===== config.mk =====
export PLATFORM = sky130hd
export DESIGN_NAME = decode_stage_pipelined
export DESIGN_NICKNAME = d
export VERILOG_FILES = /design/src/rtl/decode_stage_pipelined.sv
export SDC_FILE = /design/constraint.sdc
export NUM_CORES = 2
export LEC_CHECK = 0
export CORE_ASPECT_RATIO = 1.2
export CORE_MARGIN = 4
export CORE_UTILIZATION = 65
export DETAILED_ROUTE_END_ITERATION = 6
export PLACE_DENSITY_LB_ADDON = 0.25
export SYNTH_ARGS = -nofsm -noshare
export SYNTH_HDL_FRONTEND = slang
export SYNTH_SLANG_ARGS = --single-unit

===== constraint.sdc =====
create_clock -name clock -period 6 [get_ports clock]
set_clock_uncertainty 0.2 [all_clocks]
set_input_delay 0.6 -clock clock [delete_from_list [all_inputs] [get_ports clock]]
set_output_delay 0.6 -clock clock [all_outputs]
set_load 0.05 [all_outputs]

===== src/rtl/decode_stage_pipelined.sv =====
// decode_stage_pipelined
//   Pipelined instruction decode stage. Decodes one instruction per cycle,
//   owns the register file (with write-through bypass from write-back),
//   sign-extends the immediate and resolves branches and jumps in ID.
//   Detects load-use and branch-operand hazards against the instruction in
//   EX, stalls IF for one cycle when one is found, and registers the decoded
//   instruction into the ID/EX boundary.
//
// Ports
//   clock, reset          rising-edge clock, asynchronous active-low reset
//   if_valid/instruc/pc   IF/ID contents (if_pc = next sequential address)
//   wb_reg_write/rw/busw  register-file write port from write-back
//   stall, flush          hold IF / squash IF/ID
//   branch_sel/address    taken branch and its target
//   jump_sel/address      jump and its target
//   ex_*, m_control,
//   wb_control            registered ID/EX boundary
module decode_stage_pipelined #(
   parameter int DATA_W   = 32,
   parameter int PC_W     = 10,
   parameter int NUM_REGS = 32
) (
   input  logic              clock,
   input  logic              reset,
   input  logic              if_valid,
   input  logic [31:0]       if_instruc,
   input  logic [PC_W-1:0]   if_pc,
   input  logic              wb_reg_write,
   input  logic [4:0]        wb_rw,
   input  logic [DATA_W-1:0] wb_busw,
   output logic              stall,
   output logic              flush,
   output logic              branch_sel,
   output logic [PC_W-1:0]   branch_address,
   output logic              jump_sel,
   output logic [PC_W-1:0]   jump_address,
   output logic              ex_valid,
   output logic [3:0]        ex_control,
   output logic [1:0]        m_control,
   output logic [1:0]        wb_control,
   output logic [DATA_W-1:0] ex_bus_a,
   output logic [DATA_W-1:0] ex_bus_b,
   output logic [DATA_W-1:0] ex_immed,
   output logic [4:0]        ex_rs,
   output logic [4:0]        ex_rt,
   output logic [4:0]        ex_rd,
   output logic [PC_W-1:0]   ex_pc
);

   localparam int IDX_W = (NUM_REGS > 1) ? $clog2(NUM_REGS) : 1;

   typedef enum logic [5:0] {
      OP_RTYPE = 6'b000000,
      OP_LW    = 6'b100011,
      OP_SW    = 6'b101011,
      OP_ADDI  = 6'b001000,
      OP_BEQ   = 6'b000100,
      OP_BNE   = 6'b000101,
      OP_J     = 6'b000010
   } opcode_e;

   typedef struct packed {
      logic              valid;
      logic [3:0]        ex_ctl;   // {reg_dst, alu_src, alu_op[1:0]}
      logic [1:0]        m_ctl;    // {mem_read, mem_write}
      logic [1:0]        wb_ctl;   // {reg_write, mem_to_reg}
      logic [DATA_W-1:0] bus_a;
      logic [DATA_W-1:0] bus_b;
      logic [DATA_W-1:0] immed;
      logic [4:0]        rs;
      logic [4:0]        rt;
      logic [4:0]        rd;
      logic [PC_W-1:0]   pc;
   } idex_t;

   idex_t             idex_q, idex_d;
   logic [DATA_W-1:0] regs_q [NUM_REGS];

   // Instruction fields
   logic [5:0]        opcode;
   logic [4:0]        rs, rt, rd;
   logic [DATA_W-1:0] immed;

   // Decoded control
   logic [3:0] dec_ex;
   logic [1:0] dec_m, dec_wb;
   logic       uses_rs, uses_rt, is_beq, is_bne, is_j;

   // Operands and hazard terms
   logic [DATA_W-1:0] bus_a, bus_b;
   logic [4:0]        ex_dest;
   logic              load_use, branch_haz, cmp_eq;

   always_comb begin
      opcode = if_instruc[31:26];
      rs     = if_instruc[25:21];
      rt     = if_instruc[20:16];
      rd     = if_instruc[15:11];
      immed  = {{(DATA_W-16){if_instruc[15]}}, if_instruc[15:0]};
   end

   always_comb begin
      dec_ex  = '0;
      dec_m   = '0;
      dec_wb  = '0;
      uses_rs = 1'b0;
      uses_rt = 1'b0;
      is_beq  = 1'b0;
      is_bne  = 1'b0;
      is_j    = 1'b0;
      case (opcode)
         OP_RTYPE: begin
            dec_ex  = 4'b1010;
            dec_wb  = 2'b10;
            uses_rs = 1'b1;
            uses_rt = 1'b1;
         end
         OP_LW: begin
            dec_ex  = 4'b0100;
            dec_m   = 2'b10;
            dec_wb  = 2'b11;
            uses_rs = 1'b1;
         end
         OP_SW: begin
            dec_ex  = 4'b0100;
            dec_m   = 2'b01;
            uses_rs = 1'b1;
            uses_rt = 1'b1;
         end
         OP_ADDI: begin
            dec_ex  = 4'b0100;
            dec_wb  = 2'b10;
            uses_rs = 1'b1;
         end
         OP_BEQ: begin
            dec_ex  = 4'b0001;
            uses_rs = 1'b1;
            uses_rt = 1'b1;
            is_beq  = 1'b1;
         end
         OP_BNE: begin
            dec_ex  = 4'b0001;
            uses_rs = 1'b1;
            uses_rt = 1'b1;
            is_bne  = 1'b1;
         end
         OP_J:    is_j = 1'b1;
         default: ;
      endcase
   end

   // Register read with write-through: a write landing this cycle is seen by
   // the reader immediately. r0 and unimplemented indices always read zero,
   // and writes to them never hit the bypass either.
   always_comb begin
      bus_a = '0;
      if (rs != 5'd0 && 32'(rs) < 32'(NUM_REGS)) begin
         if (wb_reg_write && wb_rw == rs) bus_a = wb_busw;
         else                             bus_a = regs_q[rs[IDX_W-1:0]];
      end
   end

   always_comb begin
      bus_b = '0;
      if (rt != 5'd0 && 32'(rt) < 32'(NUM_REGS)) begin
         if (wb_reg_write && wb_rw == rt) bus_b = wb_busw;
         else                             bus_b = regs_q[rt[IDX_W-1:0]];
      end
   end

   // Register file; entry 0 is held at zero and never written.
   always_ff @(posedge clock or negedge reset) begin
      if (!reset) begin
         for (int unsigned i = 0; i < NUM_REGS; i++) regs_q[i] <= '0;
      end else begin
         for (int unsigned i = 1; i < NUM_REGS; i++) begin
            if (wb_reg_write && wb_rw == 5'(i)) regs_q[i] <= wb_busw;
         end
      end
   end

   // Hazards against the instruction currently in EX. A load's target is its
   // rt; for the branch check the real destination depends on reg_dst.
   always_comb begin
      ex_dest    = idex_q.ex_ctl[3] ? idex_q.rd : idex_q.rt;
      load_use   = idex_q.m_ctl[1] && (idex_q.rt != 5'd0) &&
                   ((uses_rs && rs == idex_q.rt) || (uses_rt && rt == idex_q.rt));
      branch_haz = (is_beq || is_bne) && idex_q.wb_ctl[1] && (ex_dest != 5'd0) &&
                   ((ex_dest == rs) || (ex_dest == rt));
      stall      = if_valid && idex_q.valid && (load_use || branch_haz);
   end

   always_comb begin
      cmp_eq         = (bus_a == bus_b);
      branch_sel     = if_valid && !stall && ((is_beq && cmp_eq) || (is_bne && !cmp_eq));
      jump_sel       = if_valid && !stall && is_j;
      flush          = branch_sel || jump_sel;
      branch_address = if_pc + immed[PC_W-1:0];
      jump_address   = if_instruc[PC_W-1:0];
   end

   // Stalled or empty slots enter EX as an all-zero bubble.
   always_comb begin
      idex_d = '0;
      if (if_valid && !stall) begin
         idex_d.valid  = 1'b1;
         idex_d.ex_ctl = dec_ex;
         idex_d.m_ctl  = dec_m;
         idex_d.wb_ctl = dec_wb;
         idex_d.bus_a  = bus_a;
         idex_d.bus_b  = bus_b;
         idex_d.immed  = immed;
         idex_d.rs     = rs;
         idex_d.rt     = rt;
         idex_d.rd     = rd;
         idex_d.pc     = if_pc;
      end
   end

   always_ff @(posedge clock or negedge reset) begin
      if (!reset) idex_q <= '0;
      else        idex_q <= idex_d;
   end

   always_comb begin
      ex_valid   = idex_q.valid;
      ex_control = idex_q.ex_ctl;
      m_control  = idex_q.m_ctl;
      wb_control = idex_q.wb_ctl;
      ex_bus_a   = idex_q.bus_a;
      ex_bus_b   = idex_q.bus_b;
      ex_immed   = idex_q.immed;
      ex_rs      = idex_q.rs;
      ex_rt      = idex_q.rt;
      ex_rd      = idex_q.rd;
      ex_pc      = idex_q.pc;
   end

endmodule


**Word level (Yosys, flattened, before mapping)**

Index checks and enable logic that the tools add are counted.

- Word-level logic and storage cells: 176
- Flip-flop bits (word level): 1,122
- Bits of input ports: 83
- Output and inout port bits: 154

- Equal/unequal tests: 44
- Bitwise operators: 2
- Order comparisons: 2
- $add $sub $neg: 1
- Reduce and logical (&&, ||, !) cells: 65
- Muxes and demuxes: 20

Operators by type and width:

| cell | number |
|---|---|
| binary-select mux 32 bit (select 5 bit) | 2 |
| two-way mux 32 bit | 8 |
| two-way mux 130 bit | 1 |
| equality test 5 bit, second input constant | 16 |
| logical AND 1 bit | 47 |
| equality test 5 x 4 -> 1 bit, second input constant | 8 |
| equality test 32 bit | 1 |
| equality test 5 bit | 6 |
| equality test 5 x 3 -> 1 bit, second input constant | 4 |
| nonzero test 5 bit | 4 |
| equality test 6 x 3 -> 1 bit, second input constant | 2 |
| equality test 6 bit, second input constant | 2 |
| greater-or-equal comparator 6 bit, second input constant | 2 |
| inverter 5 -> 6 bit | 2 |
| one-hot mux 4 bit (3 select lines) | 1 |
| adder 10 bit | 1 |
| equality test 5 x 2 -> 1 bit, second input constant | 2 |
| one-hot mux 2 bit (2 select lines) | 2 |
| equality test 6 x 2 -> 1 bit, second input constant | 1 |
| equality test 6 x 4 -> 1 bit, second input constant | 1 |
| zero test 6 bit | 1 |
| logical OR 1 bit | 6 |
| OR reduction 6 bit | 1 |
| equality test 5 x 1 -> 1 bit, second input constant | 1 |
| other kinds (6) | 12 |

**Depth between registers and ports, before layout**

- Depth after elaboration: 12
- Depth in mapped cells: 16
- Mapped depth without buffers: 11

**Least setup slack after synthesis**

No wires, ideal clock.

- Kind: input port to output port
- Start: input if_instruc[16]
- End: output flush
- Data required time: 5,200 ps
- Path slack: 568 ps
- Stages: 14
- Data arrival time: 4,632 ps
- Buffers on the path: 6
- Cells stage by stage: buf_6 > buf_6 > buf_4 > buf_4 > buf_4 > buf_2 > xor2_1 > nor3_1 > nand3_1 > a221oi_1 > o21ai_1 > nand2_1 > nor4_1 > or2_1

- Elaborated cells on any way between the ends: 28
- Those cells by class: eq/ne: 4; mux: 5; bitwise: 1; reduce/logical: 18

RTL lines:

| what | line | text |
|---|---|---|
| start: declaration | 26 | `input logic [31:0] if_instruc,` |
| equality test 5 bit | 187 | `((uses_rs && rs == idex_q.rt) \|\| (uses_rt && rt == idex_q.rt));` |
| logical AND 1 bit | 187 |  |
| logical OR 1 bit | 187 |  |
| logical AND 1 bit | 186 | `load_use = idex_q.m_ctl[1] && (idex_q.rt != 5'd0) &&` |
| logical OR 1 bit (*) | 190 | `stall = if_valid && idex_q.valid && (load_use \|\| branch_haz);` |
| logical AND 1 bit (*) | 190 |  |
| zero test 1 bit (*) | 196 | `jump_sel = if_valid && !stall && is_j;` |
| logical AND 1 bit (*) (2 in series) | 196 |  |
| net jump_sel | 35 | `output logic jump_sel,` |
| logical OR 1 bit (*) | 197 | `flush = branch_sel \|\| jump_sel;` |
| end: declaration | 32 | `output logic flush,` |

Mark *: on every way through the listed nets, which the timed path passes. The rest lies on a longest branch. The select of a mux whose other input is x is not followed.

**Final worst setup path**

- Start: input if_instruc[19]
- End: output flush

- Word-level cells in the longest chain between the ends: 12
- Elaborated cells on any way between the ends: 28
- Those cells by class: eq/ne: 4; mux: 5; bitwise: 1; reduce/logical: 18

Ends and longest elaborated chain:

| what | line | text |
|---|---|---|
| inverter 5 -> 6 bit (not written as such) | 167 | `else bus_b = regs_q[rt[IDX_W-1:0]];` |
| binary-select mux 32 bit (select 5 bit) | 167 |  |
| two-way mux 32 bit (not written as such) (2 in series) | 167 |  |
| two-way mux 32 bit | 166 | `if (wb_reg_write && wb_rw == rt) bus_b = wb_busw;` |
| two-way mux 32 bit | 165 | `if (rt != 5'd0 && 32'(rt) < 32'(NUM_REGS)) begin` |
| equality test 32 bit | 194 | `cmp_eq = (bus_a == bus_b);` |
| zero test 1 bit | 195 | `branch_sel = if_valid && !stall && ((is_beq && cmp_eq) \|\| (is_bne && !cmp_eq));` |
| logical AND 1 bit | 195 |  |
| logical OR 1 bit | 195 |  |
| logical AND 1 bit | 195 |  |
| logical OR 1 bit (*) | 197 |  |

Mark *: on every way between the ends. The rest lies on a longest branch, timed or not. The select of a mux whose other input is x is not followed.

==> flow_summary.ini <==
[sta]
hold_viol_final = 0
slew_headroom_pct = 7.53
fin_crit_ns = 6.09
tightest_slew_ns = 1.38
tns_ns = -0.0866
fin_ws_ns = -0.0866
drv_slew = 0
fmax_mhz = 164
finalCritPeriodShare_pct = 101
hold_ws_ns = 0.259
finalSetupViolCount = 1
rsz0062_at_grt = no

[clock_tree]
clk_latency_ns = 0.74
numCtsBuffers = 111
cts-root-buf = clkbuf_16
ctsLongestPathBuffers = 3
cts_tree = yes
htreeDepth = 3
cts.clk_slew.worst_paths_ns = 0.06
cts_num_sinks = 1099

[place]
post_dp_cell_area_mm2 = 0.0631
post-dp-hpwl_um = 133000
place.gp.congestion = 1.01
dp_slack_ns = -0.141
io_buffer_count = 236

[setup_path]
r2r_cells = 10
crit_type = in -> out
r2r_slack_ns = 2.11
crit_required_ns = 5.20
start_kind = input pin
r2r-end = ex_bus_a[19]
cp-end-kind = output pin
worstPathMaxFanout = 20
crit_arrival_ns = 5.29
r2r_start = ex_control[1]

[final_layout]
fin_nets = 4458
final_area_mm2 = 0.0671
area_growth_pct = 14.0
drive_gt1_share_pct = 45.8

[synth]
synthXorXnorAreaFrac_pct = 1.04
synth.avg_cell_area_um2 = 14.1
synth_common_cells = 1099 x dfrtp_1, 1045 x mux2_2, 416 x mux4_2
synth-compound-area-share_pct = 5.32
synth-edff-count = 0
synth.distinct_cells = 87
synth_mux_area_share_pct = 38.3
ys_dominant_reg_cell = dfrtp_1
synthesis.nets = 4278
synth_top_cell_by_area = dfrtp_1
synthesis.instances = 4185
synth_top_family_by_area = multiplexers
ys_async_sr_fraction_pct = 100
synth_most_common_cell = dfrtp_1
synth_area_mm2 = 0.0588
synth-seq-area-share_pct = 46.7
yosysWarnings = 32
synth_top_area_share_pct = 46.7
synth_adder_area_share_pct = 0.225
synth_seq_cells = 1099
synthSimpleGateAreaFrac_pct = 4.14
yosys-top-cells-area = dfrtp_1 47%, mux2_2 20%, mux4_2 16%, mux2i_1 2.2%, clkbuf_1 1.6%

[grt]
grt_max_degree = 176
antenna_found_initial = 16
globalRouteOverflowTotal = 0
first_global_vias = 43700
grt.total_usage_pct = 44.3
grt_pass1_wl_um = 302000

[run_status]
status = finished with violations
violations = DRC, setup timing

[die]
start_util_pct = 65.8
die_h_um = 338
die_w_um = 283
core_mm2 = 0.0895
rows = 120
dieArea_mm2 = 0.0954
io_pins = 237

[pwr]
powerDensity_mw_per_mm2 = 333
p_leak_nw = 29.2
peakVddDrop_v = 0.000295
finalPower_w = 0.0224

[drt]
wirelength_um = 211000
antenna_left = 0
avgViaCountPerCell = 7.74
drc = 15
first_iter_violations = 6494
wl_per_cell_um = 37.4
vias = 43600
first_pass_iters = 7

[flow_run]
cap_violations = 0

[hold_path]
min_path_type = in -> async
## layout by cell type, fill, tap and decap left out, types with 21 or more instances in the layout
cell,count
mux2i_1,128
mux2_2,1045
o211ai_1,21
clkinv_2,29
a32oi_1,21
xor2_1,27
o22ai_1,37
nand2_1,113
o21ai_0,76
mux4_2,416
clkbuf_8,28
and3_1,55
xnor2_1,42
a221oi_1,66
a22oi_1,37
nor3_1,32
nor2_1,132
clkbuf_16,112
nand3_1,31
dfrtp_1,1099
buf_4,263
a21oi_1,41
buf_12,34
clkdlybuf4s50_1,220
## flip-flops by register name (all words and copies together), names as in the netlist
signal,count
ex_bus_a,32
ex_bus_b,32
ex_control,3
ex_immed,12
ex_pc,10
ex_rd,4
ex_rs,5
ex_rt,5
ex_valid,1
m_control,1
regs_q,992
wb_control,2
## worst max path at each step
stage	from	to	slack, ns
3_3_place_gp	if_instruc[21]	flush	-0.13
3_5_place_dp	if_instruc[21]	flush	-0.14
5_1_grt	if_instruc[21]	flush	0.009
2_1_floorplan	if_instruc[16]	flush	0.57
6_report	if_instruc[19]	flush	-0.09
4_1_cts	wb_rw[3]	flush	0.05
## layout make-up
cell class              instances  area [um^2]
multi-input cells            2604        29100
clock buffers                 153         3220
flip-flops and latches       1099        27500
inverters                      20         78.8
fillers                      5556        22400
diodes                         13         32.5
well taps                    1159         1450
clock inverters                57          639
repair buffers                529         5050
## cell families after synthesis
family,Yosys count
XOR/XNOR,70
flip-flops,1099
multiplexers,1594
buffers and inverters,482
AND/OR/NAND/NOR,504
AO/OA/AOI/OAI,426
adder cells (fa/ha/maj),10
## through the flow
stage | util [%] | instances
after floorplan | - | 4185
after global placement | 70.5 | 5409
after detailed placement | 70.5 | 5409
after CTS | 74.8 | 5620
after global routing | 74.9 | 5623
final | 75.0 | 5634
## worst max-delay path, cell delays in order
cell and delay [ns]:
buf_2 0.27, buf_12 0.25, nor2_1 0.51, nand4_1 0.26
o21ai_2 0.18, buf_4 0.29, and4b_1 0.23, a21oi_1 0.23
xnor2_1 0.29, nor4_2 0.34, buf_4 0.19, nand4_1 0.15
nor4_4 0.47, buf_4 0.19, mux2_2 0.36, or2_1 0.23
buf_4 0.19
## routing by layer
metal	share of wire, %	wire length (um)	global-route usage (%)	vias to the layer above
li1	-	-	-	16300
met1	33	70300	55.4	22400
met2	43	90500	63.1	3773
met3	14	30300	17.6	1147
met4	9.1	19300	31.4	16
met5	0.089	187	1.64	-
## repair_timing
action / 4_1_cts / 5_1_grt
hold buffers: 1 / 0
endpoints found under the hold margin: 65 / 0
setup endpoints to repair: 1 / 2
pin swaps: 0 / 2
gates resized for setup: 2 / 19
buffers inserted: 0 / 0
gates cloned: 0 / 1
## power breakdown
part	internal, W	switching (W)	total (W)
clock	0.00423	0.00309	0.00732
sequential	0.00878	0.00107	0.00985
combinational	0.00275	0.00245	0.00520
No activity file was read; power rests on OpenSTA's default activity.
